$ cat src/rtl/rotary_pulse_gen.sv
// Rotary encoder front end: synchronizes and debounces the two quadrature
// channels and the push switch, then decodes full detents into one-cycle
// direction strobes plus a one-cycle press strobe.
//
// state | meaning
// ------+--------------------------------------------------
// IDLE  | resting detent, AB = 11
// CW1   | clockwise, first quarter seen (AB = 01)
// CW2   | clockwise, second quarter seen (AB = 00)
// CW3   | clockwise, third quarter seen (AB = 10)
// CCW1  | counter-clockwise, first quarter seen (AB = 10)
// CCW2  | counter-clockwise, second quarter seen (AB = 00)
// CCW3  | counter-clockwise, third quarter seen (AB = 01)
// ERR   | illegal jump seen, wait for AB = 11 before rearming

module rotary_pulse_gen #(
    parameter int DEB_CYCLES = 1200
) (
    input  logic clk,
    input  logic rst_n,
    input  logic key_a,
    input  logic key_b,
    input  logic key_ok,
    output logic L_pulse,
    output logic R_pulse,
    output logic ok_pulse
);

    localparam int CNT_W = $clog2(DEB_CYCLES);
    localparam logic [CNT_W-1:0] CNT_MAX = CNT_W'(DEB_CYCLES - 1);

    localparam logic [2:0] IDLE = 3'd0;
    localparam logic [2:0] CW1  = 3'd1;
    localparam logic [2:0] CW2  = 3'd2;
    localparam logic [2:0] CW3  = 3'd3;
    localparam logic [2:0] CCW1 = 3'd4;
    localparam logic [2:0] CCW2 = 3'd5;
    localparam logic [2:0] CCW3 = 3'd6;
    localparam logic [2:0] ERR  = 3'd7;

    // channel packing used throughout: [2] = A, [1] = B, [0] = OK
    logic [2:0]       raw;
    logic [2:0]       sync1_q;
    logic [2:0]       sync2_q;
    logic [2:0]       filt_q;
    logic [2:0]       filt_d;
    logic [CNT_W-1:0] cnt_q [3];
    logic [CNT_W-1:0] cnt_d [3];

    logic [2:0] state_q;
    logic [2:0] state_d;
    logic [1:0] ab;
    logic       r_pulse_q;
    logic       r_pulse_d;
    logic       l_pulse_q;
    logic       l_pulse_d;
    logic       ok_dly_q;
    logic       ok_pulse_q;

    assign raw = {key_a, key_b, key_ok};
    assign ab  = filt_q[2:1];

    // Two-flop synchronizers; reset to the idle-high level of every input.
    always_ff @(posedge clk or negedge rst_n) begin
        if (!rst_n) begin
            sync1_q <= 3'b111;
            sync2_q <= 3'b111;
        end else begin
            sync1_q <= raw;
            sync2_q <= sync1_q;
        end
    end

    // Debounce: count consecutive mismatching cycles, accept the new level
    // once DEB_CYCLES mismatches in a row have been seen.
    always_comb begin
        filt_d = filt_q;
        for (int i = 0; i < 3; i++) begin
            cnt_d[i] = '0;
            if (sync2_q[i] != filt_q[i]) begin
                if (cnt_q[i] == CNT_MAX) begin
                    filt_d[i] = sync2_q[i];
                end else begin
                    cnt_d[i] = cnt_q[i] + CNT_W'(1);
                end
            end
        end
    end

    // Debounce state registers.
    always_ff @(posedge clk or negedge rst_n) begin
        if (!rst_n) begin
            filt_q <= 3'b111;
            for (int i = 0; i < 3; i++) begin
                cnt_q[i] <= '0;
            end
        end else begin
            filt_q <= filt_d;
            for (int i = 0; i < 3; i++) begin
                cnt_q[i] <= cnt_d[i];
            end
        end
    end

    // Detent decoder: one quarter step forward or back is legal, anything
    // else parks in ERR until the encoder is back at rest.
    always_comb begin
        state_d   = state_q;
        r_pulse_d = 1'b0;
        l_pulse_d = 1'b0;
        case (state_q)
            IDLE: begin
                case (ab)
                    2'b01:   state_d = CW1;
                    2'b10:   state_d = CCW1;
                    2'b00:   state_d = ERR;
                    default: state_d = IDLE;
                endcase
            end
            CW1: begin
                case (ab)
                    2'b00:   state_d = CW2;
                    2'b11:   state_d = IDLE;
                    2'b10:   state_d = ERR;
                    default: state_d = CW1;
                endcase
            end
            CW2: begin
                case (ab)
                    2'b10:   state_d = CW3;
                    2'b01:   state_d = CW1;
                    2'b11:   state_d = ERR;
                    default: state_d = CW2;
                endcase
            end
            CW3: begin
                case (ab)
                    2'b11: begin
                        state_d   = IDLE;
                        r_pulse_d = 1'b1;
                    end
                    2'b00:   state_d = CW2;
                    2'b01:   state_d = ERR;
                    default: state_d = CW3;
                endcase
            end
            CCW1: begin
                case (ab)
                    2'b00:   state_d = CCW2;
                    2'b11:   state_d = IDLE;
                    2'b01:   state_d = ERR;
                    default: state_d = CCW1;
                endcase
            end
            CCW2: begin
                case (ab)
                    2'b01:   state_d = CCW3;
                    2'b10:   state_d = CCW1;
                    2'b11:   state_d = ERR;
                    default: state_d = CCW2;
                endcase
            end
            CCW3: begin
                case (ab)
                    2'b11: begin
                        state_d   = IDLE;
                        l_pulse_d = 1'b1;
                    end
                    2'b00:   state_d = CCW2;
                    2'b10:   state_d = ERR;
                    default: state_d = CCW3;
                endcase
            end
            ERR: begin
                if (ab == 2'b11) begin
                    state_d = IDLE;
                end
            end
            default: state_d = IDLE;
        endcase
    end

    // FSM state and registered direction strobes.
    always_ff @(posedge clk or negedge rst_n) begin
        if (!rst_n) begin
            state_q   <= IDLE;
            r_pulse_q <= 1'b0;
            l_pulse_q <= 1'b0;
        end else begin
            state_q   <= state_d;
            r_pulse_q <= r_pulse_d;
            l_pulse_q <= l_pulse_d;
        end
    end

    // Press strobe: falling edge of the filtered switch, one cycle later.
    always_ff @(posedge clk or negedge rst_n) begin
        if (!rst_n) begin
            ok_dly_q   <= 1'b1;
            ok_pulse_q <= 1'b0;
        end else begin
            ok_dly_q   <= filt_q[0];
            ok_pulse_q <= ok_dly_q & ~filt_q[0];
        end
    end

    assign R_pulse  = r_pulse_q;
    assign L_pulse  = l_pulse_q;
    assign ok_pulse = ok_pulse_q;

endmodule

$ cat config.mk
export PLATFORM = sky130hd
export DESIGN_NAME = rotary_pulse_gen
export DESIGN_NICKNAME = d
export VERILOG_FILES = /design/src/rtl/rotary_pulse_gen.sv
export SDC_FILE = /design/constraint.sdc
export NUM_CORES = 1
export LEC_CHECK = 0
export CORE_UTILIZATION = 45
export CTS_CLUSTER_SIZE = 25
export DETAILED_ROUTE_END_ITERATION = 6
export PLACE_DENSITY = 0.59
export SYNTH_ARGS = -nofsm -noshare
export SYNTH_HDL_FRONTEND = slang
export SYNTH_SLANG_ARGS = --single-unit
$ cat constraint.sdc
create_clock -name clk -period 2.7 [get_ports clk]
set_input_delay 0.675 -clock clk [delete_from_list [all_inputs] [get_ports clk]]
set_output_delay 0.675 -clock clk [all_outputs]
set_load 0.02 [all_outputs]
# After elaboration in Yosys (flattened, before gate mapping)
# Cells that the tools add are included.
# totals
reg_bits	49
input_bits	5
wordCells	58
# classes
n_addsub	3
eq_ne	17
muxes	18
bitwise_logic	2
reduce_logical	5
# ops
cell	n
$mux W11	6
$pmux W3 S3	6
$add A11 B1 Y11 const B	3
$eq A11 B11 Y1 const B	3
$pmux W3 S8	1
$eq A3 B3 Y1 const B	4
$eq A3 B2 Y1 const B	2
$pmux W2 S3	1
$reduce_and A2 Y1	3
$eq A2 B2 Y1 const B	2
$eq A3 B1 Y1 const B	1
$logic_not A3 Y1	1
$mux W1	3
$mux W3	1
$ne A1 B1 Y1	3
$eq A2 B1 Y1 const B	1
$logic_not A2 Y1	1
$ne A2 B2 Y1 const B	1
$and A1 B1 Y1	1
$not A1 Y1	1

# Longest topological paths before layout
# Gate-level depths: netlist of run 1.
# depth
word_depth	3
depth_mapped	6
mapped_depth_nobuf	6

# Worst setup path before layout of run 1
# Ideal clock, no wire load.
# synth_path
kind	register -> register
startpoint	reg filt_q[1]
endpoint	reg state_q[2]
arrival_ps	1784
t_required_ps	2575
setup_slack_ps	791
stages_incl_launch_ff	6
path_buffers	0
path_cell_list	dfstp_2 -> inv_1 -> ha_1 -> or2_0 -> mux4_2 -> mux2_2
# synth_via
elab_chain_cells	3
word_cells_on_any_way	12
# synth_lines
element	line	text
start, declared	45	logic [2:0] filt_q;
start signal, assigned	98	filt_q <= filt_d;
$eq A2 B2 Y1, or another cell as far along	--	
$pmux W3 S3, or another cell as far along	164	case (ab)
$pmux W3 S8	111	case (state_q)
end signal, assigned	190	state_q <= state_d;
end, declared	50	logic [2:0] state_q;
# Several ways; a longest one is shown, not always the timed one.
# A chain may end at the register's enable or synchronous reset.

# Worst setup path in the final report of run 1
# Ends and elaborated chain as after synthesis.

==> results.yml, run 1 <==
timing:
  setup_viol: 0
  tns_ps: 0
  finalCritPeriodShare_pct: 74.34
  min_period_ps: 2007
  max_freq_mhz: 498.2
  slew-limit-headroom_pct: 60.40
  slew_viol_final: 0
  hold_viol: 0
  grt_setup_unrepaired: "no"
  skew_ps: 4.496
  worstMarginPinSlew_ps: 594.0
power_and_ir_drop:
  clkPwrFrac_pct: 43.1
  p_sw_mw: 0.2907
  p_leak_nw: 1.139
  combPwrFrac_pct: 3.5
  p_per_area_nw_per_um2: 533.3
  p_seq_share_pct: 53.4
  irDropWorstVdd_mv: 0.2803
  switching_share_pct: 20.26
  internal_power_mw: 1.144
logic_synthesis:
  syn_inst: 223
  yosysUniqueCellTypes: 38
  ys.flop_type: "dfrtp_1"
  synth_area_sq_um: 2397
  synth.net_count: 239
  yosys_warnings: 0
  synthArstFlopShare_pct: 100.0
  synth-seq-cells: 49
  syn_area_per_cell_sq_um: 10.75
  yosysSeqAreaShare_pct: 51.67
  synth_edf_count: 0
global_route:
  grtUsageTotal_pct: 15.99
  grt_overflow: 0
  grt_max_degree: 28
  grt_pass1_vias: 1546
  grt_pass1_wl_mm: 6.762
  antenna_found_initial: 0
cts:
  root_buffer: "clkbuf_8"
  post_cts_buffers: 0
  cts_resized: 0
  htreeDepth: 2
  cts_buffers: 5
  clock-sinks: 49
  insertion_delay_ps: 300
  cts_tree: "done"
  path_clk_slew_ps: 90
  cts_buffer_depth: 2
  cts_hold_buf: 0
placed_design:
  routabilityCongestion: 0.7586
  postPlaceCellArea_sq_um: 2552
  io_buffer_count: 7
  dp_hpwl_mm: 2.748
worst_setup_path:
  cp_top_family: "multiplexers"
  cp_data_arrival_time_ps: 2200
  critPathLaunchType: "flop"
  crit_type: "reg2reg"
  cp_max_fo: 7
  cp_slowest_cell: "dfstp_2"
  slowest_delay_ps: 610
  crit_path_end_kind: "flop"
  path_cells: "inv_1 -> ha_1 -> or2_0 -> mux4_2 -> mux2_2"
  worst-path-buf-inv: 1
  cp.required_ps: 2900
finish:
  finalNetCount: 253
  fin_area_sq_um: 2690
  drive_gt1_share_pct: 13.45
  antenna_cells: 0
  layout_commonest_cell: "dfrtp_1"
  syn_to_final_growth_pct: 12.21
  layout_common_cells: "39 x dfrtp_1, 32 x nor2_1, 16 x nand2_1"
routing:
  vias: 1566
  antenna_left: 0
  wirelength_mm: 3.671
  drcViolationCount: 0
  viasPerCell: 5.084
  first_iter_violations: 52
  wl_per_cell_microns: 11.92
  first_pass_iters: 4
floorplanning:
  design.portCount: 8
  die_area_sq_um: 5624
  start_util_pct: 46.94
  die_w_microns: 74.99
  num_rows: 26
  die_h_microns: 74.99
  core_area_sq_um: 5107
hold_path:
  min_path_type: "in2async"
run_status:
  run_status: "complete, no violations"
run:
  drv_cap: 0
per-stage QoR:
stage          util [%]  total power, mW  worst slack [ps]  std cells  hold slack [ps]
5_1_grt           52.67            1.496             605.5        308            365.9
3_3_place_gp      49.98           0.8319             742.8        300            346.4
6_report          52.67            1.435             692.8        308            360.3
3_5_place_dp      49.98           0.8325             701.9        300            348.2
2_1_floorplan         -           0.8008             791.0        223            345.2
4_1_cts           52.67            1.463             684.8        308            359.1
path summary, 6_finish.rpt:
kind	from	endpoint	slack, ps	cells past startpoint
max	filt_q[1]	state_q[2]	690	5
min	rst_n	L_pulse	360	1
max reg2reg	filt_q[1]	state_q[2]	690	5
min reg2reg	sync1_q[0]	sync2_q[0]	360	0
max in group asynchronous	rst_n	sync1_q[0]	1670	2
min in group clk	sync1_q[0]	sync2_q[0]	360	0
metal layers:
layer  wire length, microns  global-route usage [%]  part of all wire [%]  vias to the layer above
met5                      0                       0                     0                        -
met4                     48                   5.031                   1.3                        0
met3                    110                   4.418                   3.0                        4
met2                   1712                   27.03                    47                       18
met1                   1799                   19.93                    49                      751
li1                       -                       -                     -                      793
synth_stat cells (all sizes together) (5+ instances only):
cell type | number | area (sq um)
dfstp | 10 | 262.8
nor4b | 5 | 62.56
o21ai | 5 | 25.02
ha | 11 | 137.6
and3 | 5 | 31.28
nor3 | 7 | 35.03
nand2 | 16 | 60.06
inv | 13 | 48.80
nor2 | 32 | 120.1
nand3 | 15 | 75.07
xor2 | 11 | 96.34
xnor2 | 15 | 131.4
dfrtp | 39 | 975.9
worst reg2reg max path: stages, from the launching register on:
cell	delay [ps]
dfstp_2	610
inv_1	110
ha_1	220
or2_0	240
mux4_2	460
mux2_2	260
flip-flops by register name (all words and copies together), names as in the netlist:
register,count
state_q,3
L_pulse,1
sync2_q,3
ok_pulse,1
R_pulse,1
filt_q,3
sync1_q,3
cnt_q,33
ok_dly_q,1
cells by family after synthesis:
logic type | after synthesis | synth area share [%]
simple gates | 96 | 20.67
flops | 49 | 51.67
xor+xnor | 26 | 9.499
compound gates | 19 | 5.689
buf+inv | 15 | 2.557
fa+ha+maj | 11 | 5.741
mux | 7 | 4.175
final cells by class:
type	count	area, sq um
fill	483	2417
sequential	49	1239
multi-input combinational	159	1097
tap	70	87.58
timing repair buffer	9	80.08
clock buffer	5	68.82
clock inverter	3	68.82
inverter	13	48.80
power groups by stage:
stage	clock, mW	combinational, mW	sequential (mW)
3_3_place_gp	0	0.0517	0.780
2_1_floorplan	0	0.0232	0.778
4_1_cts	0.644	0.0522	0.766
3_5_place_dp	0	0.0522	0.780
6_report	0.619	0.0497	0.766
5_1_grt	0.668	0.0593	0.769
Note: power is estimated with default switching activity, not from simulation.
==> run 2: changes to the inputs <==
PLACE_DENSITY = 0.61   (was 0.59)
clock period = 1.6 ns   (was 2.7 ns; I/O delays follow)
==> run 2 against run 1 <==
Effect of this change: the flow now finishes with violations (setup timing); first-iteration DRC count increased by 27%; critical path depth unchanged; clock power increased by 16%; worst setup slack got worse by 920 ps; power increased by 47%; hold slack got worse by 300 ps; sequential share of layout area decreased by 2.5 points; count of clock-buffer cells in the layout unchanged; die area unchanged; fmax increased by 10%; sequential power increased by 68%; routed wire length increased by 13%; critical path type unchanged; highest routed layer unchanged.
==> results.yml, run 2 (same netlist as run 1, synthesis figures left out) <==
run_status:
  run_status: "finished with violations"
  violations: "setup timing"
routing:
  wl_per_cell_microns: 12.67
  vias: 1634
  antenna_left: 0
  viasPerCell: 5.012
  wirelength_mm: 4.130
  first_pass_iters: 4
  first_iter_violations: 66
  drcViolationCount: 0
placed_design:
  routabilityCongestion: 0.7920
  dp_hpwl_mm: 2.987
  place_inst: 318
  io_buffer_count: 7
finish:
  largest_reg_flops: 33
  antenna_cells: 0
  fin_util_pct: 55.73
  layout_common_cells: "39 x dfrtp_1, 32 x nor2_1, 18 x buf_4"
  seq_area_sq_um: 1239
  syn_to_final_growth_pct: 18.74
  regMostFlops: "cnt_q"
  fillers: 474
  layout_commonest_cell: "dfrtp_1"
  stdcell_count: 326
  drive_gt1_share_pct: 22.66
  finalNetCount: 271
  multiInputGateArea_sq_um: 1152
floorplanning:
  core_area_sq_um: 5107
  design.portCount: 8
  die_h_microns: 74.99
  die_w_microns: 74.99
  die_area_sq_um: 5624
  start_util_pct: 46.94
  num_rows: 26
worst_setup_path:
  crit_type: "reg2reg"
  critPathLaunchType: "flop"
  cp_max_fo: 3
  cp.required_ps: 1790
  crit_path_end_kind: "flop"
  cp_data_arrival_time_ps: 2010
timing:
  max_freq_mhz: 548.1
  grt_setup_unrepaired: "yes"
  skew_ps: 5.488
  setup_ws_ps: -224.5
  hold_viol: 0
  setup_viol: 3
  tns_ps: -411.8
  slew-limit-headroom_pct: 75.07
  worstMarginPinSlew_ps: 368.7
  hold_ws_ps: 57.31
  finalCritPeriodShare_pct: 114.0
  min_period_ps: 1824
  slew_viol_final: 0
cts:
  cts_buffer_depth: 2
  root_buffer: "clkbuf_8"
  insertion_delay_ps: 300
  clock-sinks: 49
  path_clk_slew_ps: 90
  htreeDepth: 2
  cts_tree: "done"
  cts_buffers: 5
  cts_hold_buf: 0
power_and_ir_drop:
  p_per_area_nw_per_um2: 742.1
  p_leak_nw: 1.239
  irDropWorstVdd_mv: 0.4293
global_route:
  grtUsageTotal_pct: 17.33
  grt_pass1_vias: 1693
  antenna_found_initial: 0
  grt_max_degree: 50
  grt_pass1_wl_mm: 7.258
  grt_overflow: 0
run:
  drv_cap: 0
hold_path:
  min_path_type: "in2async"
run 2: layout make-up:
class,instances,area share (%)
inverter,13,1.890
clock inverter,3,0.6154
multi-input combinational,159,40.48
timing repair buffer,27,8.000
clock buffer,5,2.418
sequential,49,43.52
tap,70,3.077
run 2: routing by layer:
metal | GRT usage, % | part of all wire [%]
met5 | 0 | 0
met4 | 7.966 | 2.0
met3 | 3.748 | 2.5
met2 | 30.43 | 48
met1 | 20.28 | 47
run 2: worst paths after layout:
path	from	endpoint	slack, ps	cells past startpoint
max in group asynchronous	rst_n	sync2_q[2]	1240	2
min	rst_n	L_pulse	60	2
max	filt_q[1]	state_q[2]	-220	5
min reg2reg	sync1_q[1]	sync2_q[1]	360	0
max reg2reg	filt_q[1]	state_q[2]	-220	5
min in group clk	sync1_q[1]	sync2_q[1]	360	0
run 2: repair_timing:
action	in CTS	in global routing
setup endpoints to repair	6	11
setup buffers	1	0
cloned	0	0
gates resized for setup	9	7
pin swaps	5	1
run 2: per-stage QoR:
stage                     setup slack, ps  cell area, sq um  power, mW
final                              -224.5              2846      2.112
after CTS                          -222.2              2820      2.144
after detailed placement           -210.9              2715      1.420
after global placement             -187.3              2715      1.416
after global routing               -267.5              2846      2.200
after floorplan                    -256.0              2412      1.351
run 2: power by group:
group          internal [mW]  switching (mW)  total, mW
sequential              1.27          0.0226       1.29
clock                  0.303           0.417      0.719
combinational         0.0435          0.0570      0.100
total                   1.62           0.496       2.11
run 2: worst max-delay path, cell delays in order (launching register included):
cell and delay, ps:
dfstp_2 560, inv_4 50, ha_4 150, or2_1 230, mux4_2 450, mux2_4 270
==> run 3: changes to the inputs <==
GPL_ROUTABILITY_DRIVEN = 0   (was default)
==> results of run 3 <==
Same layout as run 2: the final DEF is identical, and so are final timing and power.
